$ cat src/rtl/fifo_pkg.sv
// Shared constants and sizing helpers for the parameterised synchronous FIFO.
// Latency: none (compile-time only).
// Backpressure: n/a.
package fifo_pkg;

    // Read-side presentation modes
    localparam int FWFT_OFF = 0;  // registered read: word appears the cycle after the pop
    localparam int FWFT_ON  = 1;  // first-word-fall-through: head word always visible

    // Occupancy counter width: one extra bit so a completely full FIFO is representable
    function automatic int cnt_width(input int depth_log2);
        return depth_log2 + 1;
    endfunction

endpackage

$ cat src/rtl/sync_fifo_param_if.sv
// Push/pop bus and status flags between a FIFO and its user.
// Latency: none (wires only).
// Backpressure: user must honour full/empty; violations raise sticky overflow/underflow.
interface sync_fifo_param_if
    import fifo_pkg::*;
#(
    parameter int WIDTH      = 8,
    parameter int DEPTH_LOG2 = 6
);
    localparam int CW = cnt_width(DEPTH_LOG2);

    logic             flush;
    logic             wr_en;
    logic [WIDTH-1:0] wr_data;
    logic             rd_en;
    logic [WIDTH-1:0] rd_data;
    logic             rd_valid;
    logic             empty;
    logic             full;
    logic             almost_empty;
    logic             almost_full;
    logic [CW-1:0]    count;
    logic             overflow;
    logic             underflow;

    // User side: drives requests, observes data and flags
    modport master (
        output flush, wr_en, wr_data, rd_en,
        input  rd_data, rd_valid, empty, full, almost_empty, almost_full,
               count, overflow, underflow
    );

    // FIFO side
    modport slave (
        input  flush, wr_en, wr_data, rd_en,
        output rd_data, rd_valid, empty, full, almost_empty, almost_full,
               count, overflow, underflow
    );

endinterface

$ cat src/rtl/fifo_ram.sv
// Simple dual-port storage: one synchronous write port, one asynchronous read port.
// Latency: write visible on the read port the cycle after the write edge.
// Backpressure: none; caller guarantees only legal writes are issued.
module fifo_ram #(
    parameter int WIDTH = 8,
    parameter int AW    = 6
) (
    input  logic             clk,
    input  logic             we,
    input  logic [AW-1:0]    waddr,
    input  logic [WIDTH-1:0] wdata,
    input  logic [AW-1:0]    raddr,
    output logic [WIDTH-1:0] rdata
);

    logic [WIDTH-1:0] mem_q [2**AW];

    // Write port; contents deliberately not reset
    always_ff @(posedge clk) begin
        if (we) begin
            mem_q[waddr] <= wdata;
        end
    end

    assign rdata = mem_q[raddr];

endmodule

$ cat src/rtl/sync_fifo_param.sv
// Parameterised synchronous FIFO with occupancy flags, sticky errors and optional FWFT.
// Latency: FWFT=0 pop data one cycle after the pop edge; FWFT=1 first word one cycle after push.
// Backpressure: push ignored while full (overflow), pop ignored while empty (underflow).
module sync_fifo_param
    import fifo_pkg::*;
#(
    parameter int WIDTH      = 8,
    parameter int DEPTH_LOG2 = 6,
    parameter int AF_LEVEL   = 2**DEPTH_LOG2 - 4,
    parameter int AE_LEVEL   = 4,
    parameter int FWFT       = FWFT_OFF
) (
    input  logic clk,
    input  logic rst,
    sync_fifo_param_if.slave bus
);

    localparam int AW    = DEPTH_LOG2;
    localparam int CW    = cnt_width(DEPTH_LOG2);
    localparam int DEPTH = 2**DEPTH_LOG2;

    localparam logic [CW-1:0] DEPTH_C = CW'(DEPTH);
    localparam logic [CW-1:0] AF_C    = CW'(AF_LEVEL);
    localparam logic [CW-1:0] AE_C    = CW'(AE_LEVEL);

    // Thresholds must be ordered and fit inside the storage
    if (!(AE_LEVEL < AF_LEVEL && AF_LEVEL <= DEPTH)) begin : g_bad_levels
        $fatal(1, "sync_fifo_param: need AE_LEVEL < AF_LEVEL <= 2**DEPTH_LOG2");
    end

    logic [AW-1:0] wr_ptr_q, wr_ptr_d;
    logic [AW-1:0] rd_ptr_q, rd_ptr_d;
    logic [CW-1:0] count_q, count_d;
    logic          overflow_q, overflow_d;
    logic          underflow_q, underflow_d;

    logic             empty, full;
    logic             push_ok, pop_ok;
    logic             ram_we;
    logic [WIDTH-1:0] ram_rdata;

    // Flags decode straight from the registered count
    assign empty   = (count_q == '0);
    assign full    = (count_q == DEPTH_C);
    assign push_ok = bus.wr_en && !full;
    assign pop_ok  = bus.rd_en && !empty;
    assign ram_we  = push_ok && !bus.flush;

    // Pointer, occupancy and sticky-error next state; flush overrides everything
    always_comb begin
        wr_ptr_d    = wr_ptr_q;
        rd_ptr_d    = rd_ptr_q;
        count_d     = count_q;
        overflow_d  = overflow_q;
        underflow_d = underflow_q;
        if (bus.flush) begin
            wr_ptr_d    = '0;
            rd_ptr_d    = '0;
            count_d     = '0;
            overflow_d  = 1'b0;
            underflow_d = 1'b0;
        end else begin
            if (push_ok) begin
                wr_ptr_d = wr_ptr_q + AW'(1);
            end
            if (pop_ok) begin
                rd_ptr_d = rd_ptr_q + AW'(1);
            end
            if (push_ok && !pop_ok) begin
                count_d = count_q + CW'(1);
            end else if (pop_ok && !push_ok) begin
                count_d = count_q - CW'(1);
            end
            if (bus.wr_en && full) begin
                overflow_d = 1'b1;
            end
            if (bus.rd_en && empty) begin
                underflow_d = 1'b1;
            end
        end
    end

    // Control state registers
    always_ff @(posedge clk or negedge rst) begin
        if (!rst) begin
            wr_ptr_q    <= '0;
            rd_ptr_q    <= '0;
            count_q     <= '0;
            overflow_q  <= 1'b0;
            underflow_q <= 1'b0;
        end else begin
            wr_ptr_q    <= wr_ptr_d;
            rd_ptr_q    <= rd_ptr_d;
            count_q     <= count_d;
            overflow_q  <= overflow_d;
            underflow_q <= underflow_d;
        end
    end

    fifo_ram #(
        .WIDTH (WIDTH),
        .AW    (AW)
    ) u_ram (
        .clk   (clk),
        .we    (ram_we),
        .waddr (wr_ptr_q),
        .wdata (bus.wr_data),
        .raddr (rd_ptr_q),
        .rdata (ram_rdata)
    );

    if (FWFT == FWFT_ON) begin : g_fwft
        // Head word is always on the output; forced to zero while nothing is stored
        assign bus.rd_valid = !empty;
        assign bus.rd_data  = empty ? '0 : ram_rdata;
    end else begin : g_reg_read
        logic [WIDTH-1:0] rd_data_q, rd_data_d;
        logic             rd_valid_q, rd_valid_d;

        // Capture the head word on an accepted pop; hold it otherwise (flush keeps data)
        always_comb begin
            rd_data_d  = rd_data_q;
            rd_valid_d = 1'b0;
            if (!bus.flush && pop_ok) begin
                rd_data_d  = ram_rdata;
                rd_valid_d = 1'b1;
            end
        end

        // Read output registers
        always_ff @(posedge clk or negedge rst) begin
            if (!rst) begin
                rd_data_q  <= '0;
                rd_valid_q <= 1'b0;
            end else begin
                rd_data_q  <= rd_data_d;
                rd_valid_q <= rd_valid_d;
            end
        end

        assign bus.rd_data  = rd_data_q;
        assign bus.rd_valid = rd_valid_q;
    end

    assign bus.empty        = empty;
    assign bus.full         = full;
    assign bus.almost_full  = (count_q >= AF_C);
    assign bus.almost_empty = (count_q <= AE_C);
    assign bus.count        = count_q;
    assign bus.overflow     = overflow_q;
    assign bus.underflow    = underflow_q;

endmodule

$ cat src/flat_wrapper.sv
// flat-port wrapper written by rule: the top's interface ports become plain ports
module sync_fifo_param_flat import fifo_pkg::*;
#(
    parameter int WIDTH      = 8,
    parameter int DEPTH_LOG2 = 6,
    parameter int AF_LEVEL   = 2**DEPTH_LOG2 - 4,
    parameter int AE_LEVEL   = 4,
    parameter int FWFT       = FWFT_OFF
)
  (clk, rst, bus_flush, bus_wr_en, bus_wr_data, bus_rd_en, bus_rd_data, bus_rd_valid, bus_empty, bus_full, bus_almost_empty, bus_almost_full, bus_count, bus_overflow, bus_underflow);
  sync_fifo_param_if #(.WIDTH(WIDTH), .DEPTH_LOG2(DEPTH_LOG2)) bus_i ();
  input  logic clk;
  input  logic rst;
  input wire logic [$bits(bus_i.flush)-1:0] bus_flush;
  input wire logic [$bits(bus_i.wr_en)-1:0] bus_wr_en;
  input wire logic [$bits(bus_i.wr_data)-1:0] bus_wr_data;
  input wire logic [$bits(bus_i.rd_en)-1:0] bus_rd_en;
  output wire logic [$bits(bus_i.rd_data)-1:0] bus_rd_data;
  output wire logic [$bits(bus_i.rd_valid)-1:0] bus_rd_valid;
  output wire logic [$bits(bus_i.empty)-1:0] bus_empty;
  output wire logic [$bits(bus_i.full)-1:0] bus_full;
  output wire logic [$bits(bus_i.almost_empty)-1:0] bus_almost_empty;
  output wire logic [$bits(bus_i.almost_full)-1:0] bus_almost_full;
  output wire logic [$bits(bus_i.count)-1:0] bus_count;
  output wire logic [$bits(bus_i.overflow)-1:0] bus_overflow;
  output wire logic [$bits(bus_i.underflow)-1:0] bus_underflow;
  assign bus_i.flush = bus_flush;
  assign bus_i.wr_en = bus_wr_en;
  assign bus_i.wr_data = bus_wr_data;
  assign bus_i.rd_en = bus_rd_en;
  assign bus_rd_data = bus_i.rd_data;
  assign bus_rd_valid = bus_i.rd_valid;
  assign bus_empty = bus_i.empty;
  assign bus_full = bus_i.full;
  assign bus_almost_empty = bus_i.almost_empty;
  assign bus_almost_full = bus_i.almost_full;
  assign bus_count = bus_i.count;
  assign bus_overflow = bus_i.overflow;
  assign bus_underflow = bus_i.underflow;
  sync_fifo_param #(.WIDTH(WIDTH), .DEPTH_LOG2(DEPTH_LOG2), .AF_LEVEL(AF_LEVEL), .AE_LEVEL(AE_LEVEL), .FWFT(FWFT)) u_core (.clk(clk), .rst(rst), .bus(bus_i));
endmodule
$ cat config.mk
export PLATFORM = sky130hd
export DESIGN_NAME = sync_fifo_param_flat
export DESIGN_NICKNAME = d
export VERILOG_FILES = /design/src/rtl/fifo_pkg.sv /design/src/rtl/sync_fifo_param_if.sv /design/src/rtl/fifo_ram.sv /design/src/rtl/sync_fifo_param.sv /design/src/flat_wrapper.sv
export SDC_FILE = /design/constraint.sdc
export NUM_CORES = 1
export LEC_CHECK = 0
export ABC_AREA = 1
export CORE_AREA = 5 5 262 264
export DETAILED_ROUTE_END_ITERATION = 12
export DIE_AREA = 0 0 267 269
export GPL_TIMING_DRIVEN = 0
export PLACE_DENSITY = 0.47
export SYNTH_ARGS = -nofsm -noshare
export SYNTH_HDL_FRONTEND = slang
export SYNTH_HIERARCHICAL = 1
export SYNTH_SLANG_ARGS = --single-unit
$ cat constraint.sdc
create_clock -name clk -period 2.99 [get_ports clk]
set_clock_uncertainty 0.2 [all_clocks]
set_input_delay 0.598 -clock clk [delete_from_list [all_inputs] [get_ports clk]]
set_output_delay 0.598 -clock clk [all_outputs]
set_load 0.005 [all_outputs]
---- Word level (Yosys, flattened, before mapping) ----
Memory sizes are Yosys's and may differ from the RTL's. A register that Yosys moved wholly into a read port is not among the register bits.
Index checks and enable logic that the tools add are counted.
Widths: inputs -> output; s select.
operators by class
  $add $sub $neg .......................... 4
  magnitude comparators ................... 2
  equal/unequal tests ..................... 1
  mux-type cells .......................... 14
  reduce and logical (&&, ||, !) cells .... 20
operator list
  operator             number
  $mux 6               4
  $mux 7               3
  $add 6x1->6 const B  2
  $logic_and 1x1->1    8
  $reduce_bool 2->1    4
  $add 7x1->7 const B  1
  $eq 7x7->1 const B   1
  $ge 7x6->1 const B   1
  $le 7x3->1 const B   1
  $logic_not 7->1      1
  $mux 1               7
  $sub 7x1->7 const B  1
  $logic_not 1->1      6
  $reduce_bool 3->1    1
storage, ports and cells
  register bits after elaboration ......... 22
  memory bits (writable) .................. 512
  bits of input ports ..................... 13
  memories kept ........................... 1
memories
  memory              words  width  rd ports  clocked after memory_dff  write ports  RTL line        source
  u_core.u_ram.mem_q  64     8      1         1                         1            fifo_ram.sv:16  logic [WIDTH-1:0] mem_q [2**AW];

---- Depth between registers and ports, before layout ----
Gate-level depths: netlist of the first run.
  depth after elaboration ................. 8
  gate-level depth with buffers ........... 14

---- Modules after synthesis ----
The synthesis of the first run kept the hierarchy.
by module, submodules not included
  module           instances  cells each  area each (µm²)  sequential area each (µm²)
  fifo_ram         1          1797        21179.1          15374.7
  sync_fifo_param  1          196         1680.4           750.7

---- Worst setup path before layout of the first run ----
Ideal clock, no wire load.
  path type ............................... input port to flip-flop
  start ................................... in bus_wr_en
  end ..................................... mem u_core.u_ram.mem_q[50][0] (enable)
  library setup time ...................... 395 ps
  arrival time ............................ 2352 ps
  data required time ...................... 2395 ps
  path slack .............................. 43 ps
  stages on the path ...................... 7
  path buffers ............................ 1
  cell sequence ........................... inv_1 -> nor2_8 -> nand2_1 -> inv_1 -> clkbuf_1 -> nand4_1 -> nor4_1
on the way
  cells in the longest elaborated chain, start to end .. 4
ends and longest elaborated chain
  what                          RTL line               source
  start, declared               flat_wrapper.sv:15     input wire logic [$bits(bus_i.wr_en)-1:0] bus_wr_en;
  $logic_and 1x1->1             sync_fifo_param.sv:45  assign push_ok = bus.wr_en && !full;
  $logic_and 1x1->1             sync_fifo_param.sv:47  assign ram_we = push_ok && !bus.flush;
  net u_core.ram_we             sync_fifo_param.sv:39  logic ram_we;
  $mux 1                        fifo_ram.sv:20         if (we) begin
  $mux 1 (not written as such)  fifo_ram.sv:21         mem_q[waddr] <= wdata;
  end, declared                 fifo_ram.sv:16
The timed path passes the listed nets, and every way through them passes these cells.

---- Worst setup path in the final report of the first run ----
  start ................................... reg u_core.count_q[5] (netlist: u_core/bus.count[5])
  end ..................................... out bus_full
on the way
  cells in the longest elaborated chain, start to end .. 1
ends and longest elaborated chain
  what                    RTL line               source
  start, declared         sync_fifo_param.sv:33  logic [CW-1:0] count_q, count_d;
  start signal, assigned  sync_fifo_param.sv:94  count_q <= count_d;
  $eq 7x7->1              sync_fifo_param.sv:44  assign full = (count_q == DEPTH_C);
  end, declared           flat_wrapper.sv:21     output wire logic [$bits(bus_i.full)-1:0] bus_full;
No other way between the ends.

==> flow_summary.json, run 1 <==
{
  "synth_top_cell_by_area": "edfxtp_1",
  "grt_pass1_vias": 15050,
  "dieArea_mm2": 0.07182,
  "critPathKind": "register to primary output",
  "final_cell_mix": "nand2_1 (705), edfxtp_1 (512), nand3_1 (447)",
  "core_mm2": 0.06633,
  "max-slew-margin-rel_pct": 41.31,
  "portBuffers": 34,
  "chipWidth_um": 267,
  "hold_ws_ns": 0.2866,
  "ys_seq_area_share_pct": 70.54,
  "fin_area_mm2": 0.02659,
  "vias": 15740,
  "rsz0062_at_grt": "no",
  "cts_root_buffer": "clkbuf_16",
  "required_ns": 2.19,
  "cp.arrival_ns": 2.08,
  "p_total_mw": 21.55,
  "finalCritPeriodShare_pct": 96.13,
  "antenna_left": 0,
  "layout_commonest_cell": "nand2_1",
  "regToRegStartpoint": "u_core/wr_ptr_q[2]",
  "h-tree-depth": 2,
  "final_cells": 3032,
  "vdd_ir_drop_max_v": 0.0004780,
  "tritoncts": "yes",
  "io_pins": 35,
  "die_height_um": 269,
  "drc_errors": 0,
  "worst_pin_slew_ns": 0.8803,
  "place_area_mm2": 0.02441,
  "clockBufferDepth": 3,
  "cap_violations": 0,
  "hold_viol_final": 0,
  "timing.final.max_slew_violations": 0,
  "drt-initial-drc-count": 1437,
  "ys_seq_elements": 542,
  "synth_area_mm2": 0.02286,
  "finalWeightedCongestion": 0.8872,
  "r2r_slack_ns": 0.14,
  "hp-start": "u_core/bus.rd_data[3]",
  "p_per_area_mw_per_mm2": 810.4,
  "insertion_delay_ns": 0.61,
  "synth.top_cell.area_share_pct": 67.26,
  "start_util_pct": 34.47,
  "fin_crit_ns": 2.874,
  "cts-buffers-inserted": 57,
  "dpl.hpwl_um": 49100,
  "num_antenna_cells": 0,
  "grt-ovfl-total": 0,
  "drt-pass1-iter-count": 5,
  "syn-num-nets": 2015,
  "track_usage_pct": 20.06,
  "outcome": "finished, final reports clean",
  "fmax_mhz": 347.9,
  "setup_ws_ns": 0.1156,
  "min_path_cells": 2,
  "path_clk_slew_ns": 0.06,
  "place_inst": 2910,
  "min_to": "u_core/bus.rd_data[3]",
  "cpMaxStageDelayCell": "clkdlybuf4s50_1",
  "synth_cell_types": 34,
  "grt_pass1_wl_um": 105600,
  "reg2reg_depth": 5,
  "max_stage_delay_ns": 0.54,
  "end_kind": "primary output",
  "postSynthAreaPerCell_um2": 11.47,
  "grt_max_degree": 65,
  "p_leak_nw": 9.584,
  "synthTopCellsByArea": "edfxtp_1 (67%), nand2_1 (12%), nand3_1 (9.8%)",
  "rows": 95,
  "nets": 2137,
  "via_per_inst": 5.190,
  "path_cells": "nor2_2 -> nand2_1 -> nor2_4 -> clkdlybuf4s50_1",
  "avgRoutedWirePerCell_um": 24.11,
  "routed_wl_um": 73090,
  "min_path_type": "register to register",
  "drive_gt1_share_pct": 13.39,
  "antenna_found_initial": 1,
  "finalSetupViolCount": 0,
  "regToRegEndpoint": "u_core/u_ram/mem_q[34][6]",
  "cp_max_fo": 5,
  "dp_slack_ns": -1.629,
  "numClockSinks": 542,
  "num-fill-cells": 6435,
  "cp-start-kind": "register",
  "area_delta_synth_final_pct": 16.31,
  "synthCells": 1993,
  "yosysWarnings": 6
}
-- power by group --
group	total, mW	internal, mW	switching [mW]
clock network	6.82	3.89	2.94
logic	6.11	1.98	4.13
registers	8.61	8.44	0.174
total	21.5	14.3	7.24
-- metal layers --
layer | up-vias | global-route usage [%] | part of all wire [%]
met3 | 109 | 3.513 | 6.3
met4 | 0 | 5.288 | 2.7
met5 | - | 0 | 0
li1 | 7224 | - | -
met1 | 7880 | 29.00 | 45
met2 | 523 | 31.63 | 46
-- cells by family after synthesis --
logic type               Yosys count  synth area share, %
AND/OR/NAND/NOR                 1254                23.70
AO/OA/AOI/OAI                     31               0.7937
adder cells (fa/ha/maj)            9               0.5255
XOR/XNOR                           7               0.2682
buffers and inverters            150                4.171
flip-flops                       542                70.54
-- worst max-delay path by stage --
| stage | from | end | slack, ns |
|---|---|---|---|
| floorplan | bus_wr_en | u_core/u_ram/mem_q[50][0] | 0.04 |
| global placement | bus_flush | u_core/u_ram/mem_q[54][0] | -2.06 |
| detailed placement | bus_flush | u_core/u_ram/mem_q[29][2] | -1.63 |
| CTS | u_core/rd_ptr_q[2] | u_core/bus.rd_data[3] | 0.009 |
| global route | u_core/bus.count[5] | bus_full | 0.01 |
| finish | u_core/bus.count[5] | bus_full | 0.12 |
-- repair_timing --
action	in CTS	in global routing
endpoints found under the setup margin	514	128
endpoints found under the hold margin	30	0
gates resized for setup	59	14
setup buffers	19	0
pin swaps	7	0
hold buffers	1	0
-- sequential cells by signal, summed over array words and instances (netlist names) --
name / flops
u_core/rd_ptr_q: 6
u_core/wr_ptr_q: 6
u_core/bus.overflow: 1
u_core/bus.rd_data: 8
u_core/bus.underflow: 1
u_core/u_ram/mem_q: 512
u_core/bus.rd_valid: 1
u_core/bus.count: 7
-- synthesized netlist by cell type --
cell type	number
o21ai_4	1
o22ai_1	2
nand2_4	4
buf_1	10
nand2_2	2
nor2_8	2
o21ai_0	8
a21oi_1	9
dfrtp_1	30
clkbuf_1	15
xor2_1	4
nand2_1	705
o211ai_1	1
buf_2	38
nor4_1	8
buf_8	2
inv_1	32
nor2_2	3
fa_1	1
inv_6	1
inv_2	3
nand4_1	11
a22o_1	2
nor2_4	3
xnor2_1	3
nand3_1	447
o21ai_1	7
o31ai_1	1
buf_6	35
ha_1	8
nor3_1	5
edfxtp_1	512
nor2_1	64
buf_4	14
-- through the flow --
step            TNS, ns  utilization [%]
5_1_grt               0            40.08
3_5_place_dp    -610.58            36.81
2_1_floorplan         0                -
6_report              0            40.08
4_1_cts               0            40.02
3_3_place_gp   -1195.84            36.63
-- area by class of cell --
cell class                 count  area [µm²]  area share (%)
buffer                       113       812.0           3.054
clock buffer                  74        1593           5.991
clock inverter                29       185.2          0.6965
inverter                      36       143.9          0.5412
multi-input combinational   1301        6057           22.78
sequential                   542       16130           60.66
tap                          873        1092           4.108
timing repair buffer          64       575.6           2.165
-- worst max-delay path: cells and delay by family (launching register included) --
family	cells	cell delay [ns]
buffers and inverters	1	0.54
DFF	1	0.44
and+or+nand+nor	3	0.48
No activity file was read; power rests on OpenSTA's default activity.
==> run 2, diff against run 1 <==
--- a/config.mk
+++ b/config.mk
@@ -11,6 +11,7 @@
 export DIE_AREA = 0 0 267 269
 export GPL_TIMING_DRIVEN = 0
 export PLACE_DENSITY = 0.47
+export SETUP_SLACK_MARGIN = 0.15
 export SYNTH_ARGS = -nofsm -noshare
 export SYNTH_HDL_FRONTEND = slang
 export SYNTH_HIERARCHICAL = 1
==> run 2 against run 1 <==
First-iteration DRC count increased by 3.4%. Die area unchanged. Clock power about the same. Clock-buffer cell count unchanged. Via count increased by 0.50%. Global-route usage about the same. Design area increased by 1.0%. Critical path depth increased by 8. Final cell count increased by 0.56%. Flip-flop and latch count unchanged. Sequential share of layout area decreased by 0.61 points. Combinational power increased by 1%.
==> flow_summary.json, run 2 (synthesis gave the netlist of run 1 again) <==
{
  "insertion_delay_ns": 0.61,
  "fin_area_mm2": 0.02686,
  "seq_area_mm2": 0.01613,
  "largest_reg_flops": 512,
  "drc_errors": 0,
  "dp_slack_ns": -1.629,
  "portBuffers": 34,
  "chipWidth_um": 267,
  "layout_commonest_cell": "nand2_1",
  "num-fill-cells": 6414,
  "drt-initial-drc-count": 1486,
  "nets": 2154,
  "cp_common_cell": "nand2_1",
  "p_seq_share_pct": 39.8,
  "path_clk_slew_ns": 0.06,
  "worst-path-buf-inv": 3,
  "p_int_mw": 14.35,
  "p_sw_share_pct": 33.65,
  "worst_pin_slew_ns": 0.9855,
  "required_ns": 3.29,
  "cts-buffers-inserted": 57,
  "numClockSinks": 542,
  "drt-pass1-iter-count": 5,
  "fin_util_pct": 40.50,
  "place_area_mm2": 0.02441,
  "end_kind": "register",
  "cpMaxStageDelayCell": "dfrtp_1",
  "h-tree-depth": 2,
  "dieArea_mm2": 0.07182,
  "track_usage_pct": 20.10,
  "place_inst": 2910,
  "vdd_ir_drop_max_v": 0.0004917,
  "fmax_mhz": 356.0,
  "io_pins": 35,
  "cap_violations": 0,
  "avgRoutedWirePerCell_um": 24.11,
  "final_cell_mix": "nand2_1 (705), edfxtp_1 (512), nand3_1 (447)",
  "p_leak_nw": 9.738,
  "p_per_area_mw_per_mm2": 805.2,
  "power_frac_clock_pct": 31.6,
  "routed_wl_um": 73510,
  "final_cells": 3049,
  "grt-ovfl-total": 0,
  "comb_power_share_pct": 28.6,
  "critPathKind": "register to register",
  "hold_viol_final": 0,
  "outcome": "finished, final reports clean",
  "start_util_pct": 34.47,
  "p_sw_mw": 7.278,
  "multi_input_area_mm2": 0.006138,
  "num_antenna_cells": 0,
  "finalWeightedCongestion": 0.8872,
  "setup_ws_ns": 0.1814,
  "tritoncts": "yes",
  "fin_crit_ns": 2.809,
  "cp_top_family": "simple AND/OR/NAND/NOR gates",
  "antenna_found_initial": 2,
  "grt_pass1_wl_um": 105900,
  "vias": 15810,
  "drive_gt1_share_pct": 14.71,
  "dpl.hpwl_um": 49100,
  "max_stage_delay_ns": 0.48,
  "grt_pass1_vias": 15110,
  "cp_max_fo": 10,
  "cp.arrival_ns": 3.11,
  "clockBufferDepth": 3,
  "grt_max_degree": 65,
  "rsz0062_at_grt": "no",
  "cts_root_buffer": "clkbuf_16",
  "finalSetupViolCount": 0,
  "max_flop_register": "u_core/u_ram/mem_q",
  "antenna_left": 0,
  "max-slew-margin-rel_pct": 34.12,
  "timing.final.max_slew_violations": 0,
  "rows": 95,
  "area_delta_synth_final_pct": 17.50,
  "min_path_type": "register to register",
  "die_height_um": 269,
  "path_cells": "inv_1 -> buf_2 -> buf_2 -> nand3_1 -> nand3_1 -> nand2_1 -> nand2_1 -> nand3_1 -> nand3_1 -> nand2_1 -> nand2_1 -> nand2_1",
  "finalCritPeriodShare_pct": 93.93,
  "via_per_inst": 5.187,
  "core_mm2": 0.06633,
  "cp-start-kind": "register"
}
[run 2: cell count changes in the layout (fill, tap and decap cells not counted), moves of 3 or more]
cell,change
buf_12,+3
clkbuf_2,+3
nor2_1,-7
dfrtp_2,+3
nor2_2,-4
nor2_4,+11
dfrtp_1,-3
buf_4,+11
clkbuf_1,-4
clkdlybuf4s50_1,-3
[run 2: what timing repair did]
action	CTS	global route
hold buffers	1	0
buffers inserted	23	12
pin swaps	7	7
setup endpoints to repair	520	392
resized for setup	80	31
hold endpoints to repair	30	0
[run 2: path summary, 6_finish.rpt]
kind                                  startpoint               endpoint  slack [ns]  cells after the start
max                           u_core/rd_ptr_q[1]  u_core/bus.rd_data[1]        0.18                     12
min                        u_core/bus.rd_data[3]  u_core/bus.rd_data[3]        0.29                      2
max reg2reg                   u_core/rd_ptr_q[1]  u_core/bus.rd_data[1]        0.18                     12
min reg2reg                u_core/bus.rd_data[3]  u_core/bus.rd_data[3]        0.29                      2
max in group asynchronous                    rst    u_core/bus.count[0]        1.61                      2
min in group asynchronous                    rst   u_core/bus.underflow        0.42                      2
[run 2: through the flow]
step                hold WS [ns]  power (mW)  setup TNS (ns)
finish                    0.2866       21.63               0
global route              0.3114       22.60               0
CTS                       0.2887       21.71               0
detailed placement        0.2643       14.81         -610.58
global placement          0.2699       14.79        -1195.84
floorplan                 0.1024       12.43               0
[run 2: layer usage]
layer  up-vias  track usage, %  wire, µm
met3        88           3.230      4397
met1      7978           29.06     33300
met4         0           4.720      1581
li1       7249               -         -
met5         -               0         0
met2       499           32.19     34230
[run 2: worst reg2reg max path, delay by kind of cell (launching register included)]
family                 cells  cell delay (ns)
flip-flops                 1             0.48
AND/OR/NAND/NOR            9             1.09
buffers and inverters      3             0.94
[run 2: power groups by stage]
stage	sequential (mW)	clock [mW]	combinational (mW)
6_report	8.61	6.82	6.19
2_1_floorplan	8.70	0	3.73
3_3_place_gp	8.79	0	6.00
3_5_place_dp	8.76	0	6.05
4_1_cts	8.60	6.98	6.12
5_1_grt	8.62	7.28	6.69
[run 2: area by class of cell]
| type | instances | share of cell area, % |
|---|---|---|
| Timing Repair Buffer | 80 | 2.772 |
| Multi-Input combinational cell | 1301 | 22.85 |
| Buffer | 114 | 3.102 |
| Sequential cell | 542 | 60.06 |
| Inverter | 36 | 0.5310 |
| Clock inverter | 29 | 0.6894 |
| Clock buffer | 74 | 5.930 |
| Tap cell | 873 | 4.067 |
==> run 3, diff against run 2 <==
--- a/config.mk
+++ b/config.mk
@@ -6,6 +6,7 @@
 export NUM_CORES = 1
 export LEC_CHECK = 0
 export ABC_AREA = 1
+export CAP_MARGIN = 40
 export CORE_AREA = 5 5 262 264
 export DETAILED_ROUTE_END_ITERATION = 12
 export DIE_AREA = 0 0 267 269
==> run 3 against run 2 <==
Via count shrank 0.13%. Clock-buffer cell count shrank 2. First-iteration DRC count decreased by 2.8%. Worst hold slack worse by 0.0062 ns. Combinational power grew 2%. Largest power group unchanged. Highest routed layer unchanged.
==> flow_summary.json, run 3 (synthesis gave the netlist of run 1 again) <==
{
  "outcome": "finished, final reports clean",
  "required_ns": 3.12,
  "fmax_mhz": 360.1,
  "drc_errors": 0,
  "rsz0062_at_grt": "yes",
  "drt-initial-drc-count": 1445,
  "cp.arrival_ns": 2.91,
  "place_inst": 2932,
  "cp_top_family": "simple AND/OR/NAND/NOR gates",
  "worst_pin_slew_ns": 0.9275,
  "p_leak_nw": 9.890,
  "fin_crit_ns": 2.777,
  "avgRoutedWirePerCell_um": 23.82,
  "cts-buffers-inserted": 58,
  "grt_max_degree": 65,
  "p_per_area_mw_per_mm2": 812.3,
  "dpl.hpwl_um": 49920,
  "multi_input_area_mm2": 0.006092,
  "chipWidth_um": 267,
  "max-slew-margin-rel_pct": 38.00,
  "core_mm2": 0.06633,
  "critPathKind": "register to register",
  "drive_gt1_share_pct": 15.34,
  "nets": 2178,
  "final_cells": 3076,
  "tritoncts": "yes",
  "io_pins": 35,
  "hold_viol_final": 0,
  "crit_path_start": "u_core/bus.count[2]",
  "num_antenna_cells": 0,
  "vdd_ir_drop_max_v": 0.0005140,
  "cap_violations": 0,
  "dieArea_mm2": 0.07182,
  "antenna_found_initial": 0,
  "insertion_delay_ns": 0.62,
  "regToRegStartpoint": "u_core/bus.count[2]",
  "cp_common_cell": "buf_4",
  "cp_max_fo": 9,
  "grt-ovfl-total": 0,
  "grt_pass1_wl_um": 105700,
  "finalCritPeriodShare_pct": 92.87,
  "via_per_inst": 5.135,
  "clockBufferDepth": 3,
  "path_cells": "nor2_4 -> nand2_4 -> nor2_4 -> buf_12 -> nor2_8 -> nand2_1 -> inv_2 -> buf_4 -> nand4_1 -> buf_4 -> nor2_1 -> buf_4",
  "worst-path-buf-inv": 5,
  "final_cell_mix": "nand2_1 (705), edfxtp_1 (512), nand3_1 (447)",
  "r2r_slack_ns": 0.21,
  "fin_area_mm2": 0.02711,
  "cts_root_buffer": "clkbuf_16",
  "cp-start-kind": "register",
  "antenna_left": 0,
  "finalSetupViolCount": 0,
  "rows": 95,
  "cpMaxStageDelayCell": "dfrtp_2",
  "seq_area_mm2": 0.01613,
  "area_delta_synth_final_pct": 18.60,
  "drt-pass1-iter-count": 6,
  "vias": 15790,
  "numClockSinks": 542,
  "p_total_mw": 22.02,
  "finalWeightedCongestion": 0.8872,
  "portBuffers": 34,
  "max_flop_register": "u_core/u_ram/mem_q",
  "track_usage_pct": 20.12,
  "max_stage_delay_ns": 0.42,
  "routed_wl_um": 73260,
  "place_area_mm2": 0.02465,
  "h-tree-depth": 2,
  "timing.final.max_slew_violations": 0,
  "start_util_pct": 34.47,
  "hp-start": "u_core/bus.rd_data[1]",
  "num-fill-cells": 6403,
  "die_height_um": 269,
  "end_kind": "register",
  "fin_util_pct": 40.88,
  "layout_commonest_cell": "nand2_1",
  "grt_pass1_vias": 15190,
  "min_path_type": "register to register",
  "path_clk_slew_ns": 0.06,
  "largest_reg_flops": 512
}
run 3: changes by cell type in the layout (fill, tap and decap cells not counted), sizes merged:
cell / change
buf: +26
bufinv: +4
clkbuf: -5
clkdlybuf4s50: +1
clkinv: +3
clkinvlp: -1
dlygate4sd2: +1
dlymetal6s2s: -2
run 3: timing repair:
| item | CTS | global route |
|---|---|---|
| pin swaps | 6 | 3 |
| gates resized for setup | 80 | 16 |
| endpoints found under the setup margin | 521 | 368 |
| buffers inserted | 23 | 13 |
| hold endpoints to repair | 30 | 0 |
| hold buffers | 1 | 0 |
run 3: power by group:
part	switching [mW]	internal (mW)	total [mW]
combinational	4.18	2.11	6.29
sequential	0.151	8.44	8.59
clock	2.97	4.17	7.14
total	7.30	14.7	22.0
run 3: worst min-delay path, delay by kind of cell, from the launching register on:
family	cells	cell delay, ns
flip-flops	1	0.34
AND/OR/NAND/NOR	2	0.11
run 3: cell type report:
| cell class | instances | share of cell area (%) |
|---|---|---|
| buffer | 114 | 3.055 |
| clock buffer | 72 | 5.737 |
| clock inverter | 35 | 1.145 |
| inverter | 36 | 0.5169 |
| multi-input combinational | 1301 | 22.47 |
| sequential | 542 | 59.51 |
| tap | 873 | 4.029 |
| timing repair buffer | 103 | 3.540 |
run 3: per-stage QoR:
stage / setup TNS, ns / setup WS (ns) / hold WS (ns)
floorplan: 0 / 0.04346 / 0.1024
global placement: -1195.84 / -2.063 / 0.2699
detailed placement: -485.34 / -1.195 / 0.2643
CTS: 0 / 0.1498 / 0.2855
global route: 0 / 0.1314 / 0.2994
finish: 0 / 0.2131 / 0.2804
run 3: final timing paths:
path | to | cells after the start
max | u_core/u_ram/mem_q[25][0] | 12
min in group asynchronous | u_core/bus.underflow | 2
max reg2reg | u_core/u_ram/mem_q[25][0] | 12
min reg2reg | u_core/bus.rd_data[1] | 2
max in group asynchronous | u_core/bus.count[1] | 2
min | u_core/bus.rd_data[1] | 2
run 3: per-layer routing:
layer  up-vias  routed length, µm  global-route usage (%)
li1       7306                  -                       -
met1      7866              32450                   28.84
met2       510              33750                   31.91
met3       112               4822                   3.449
met4         0               2237                   5.592
met5         -                  0                       0
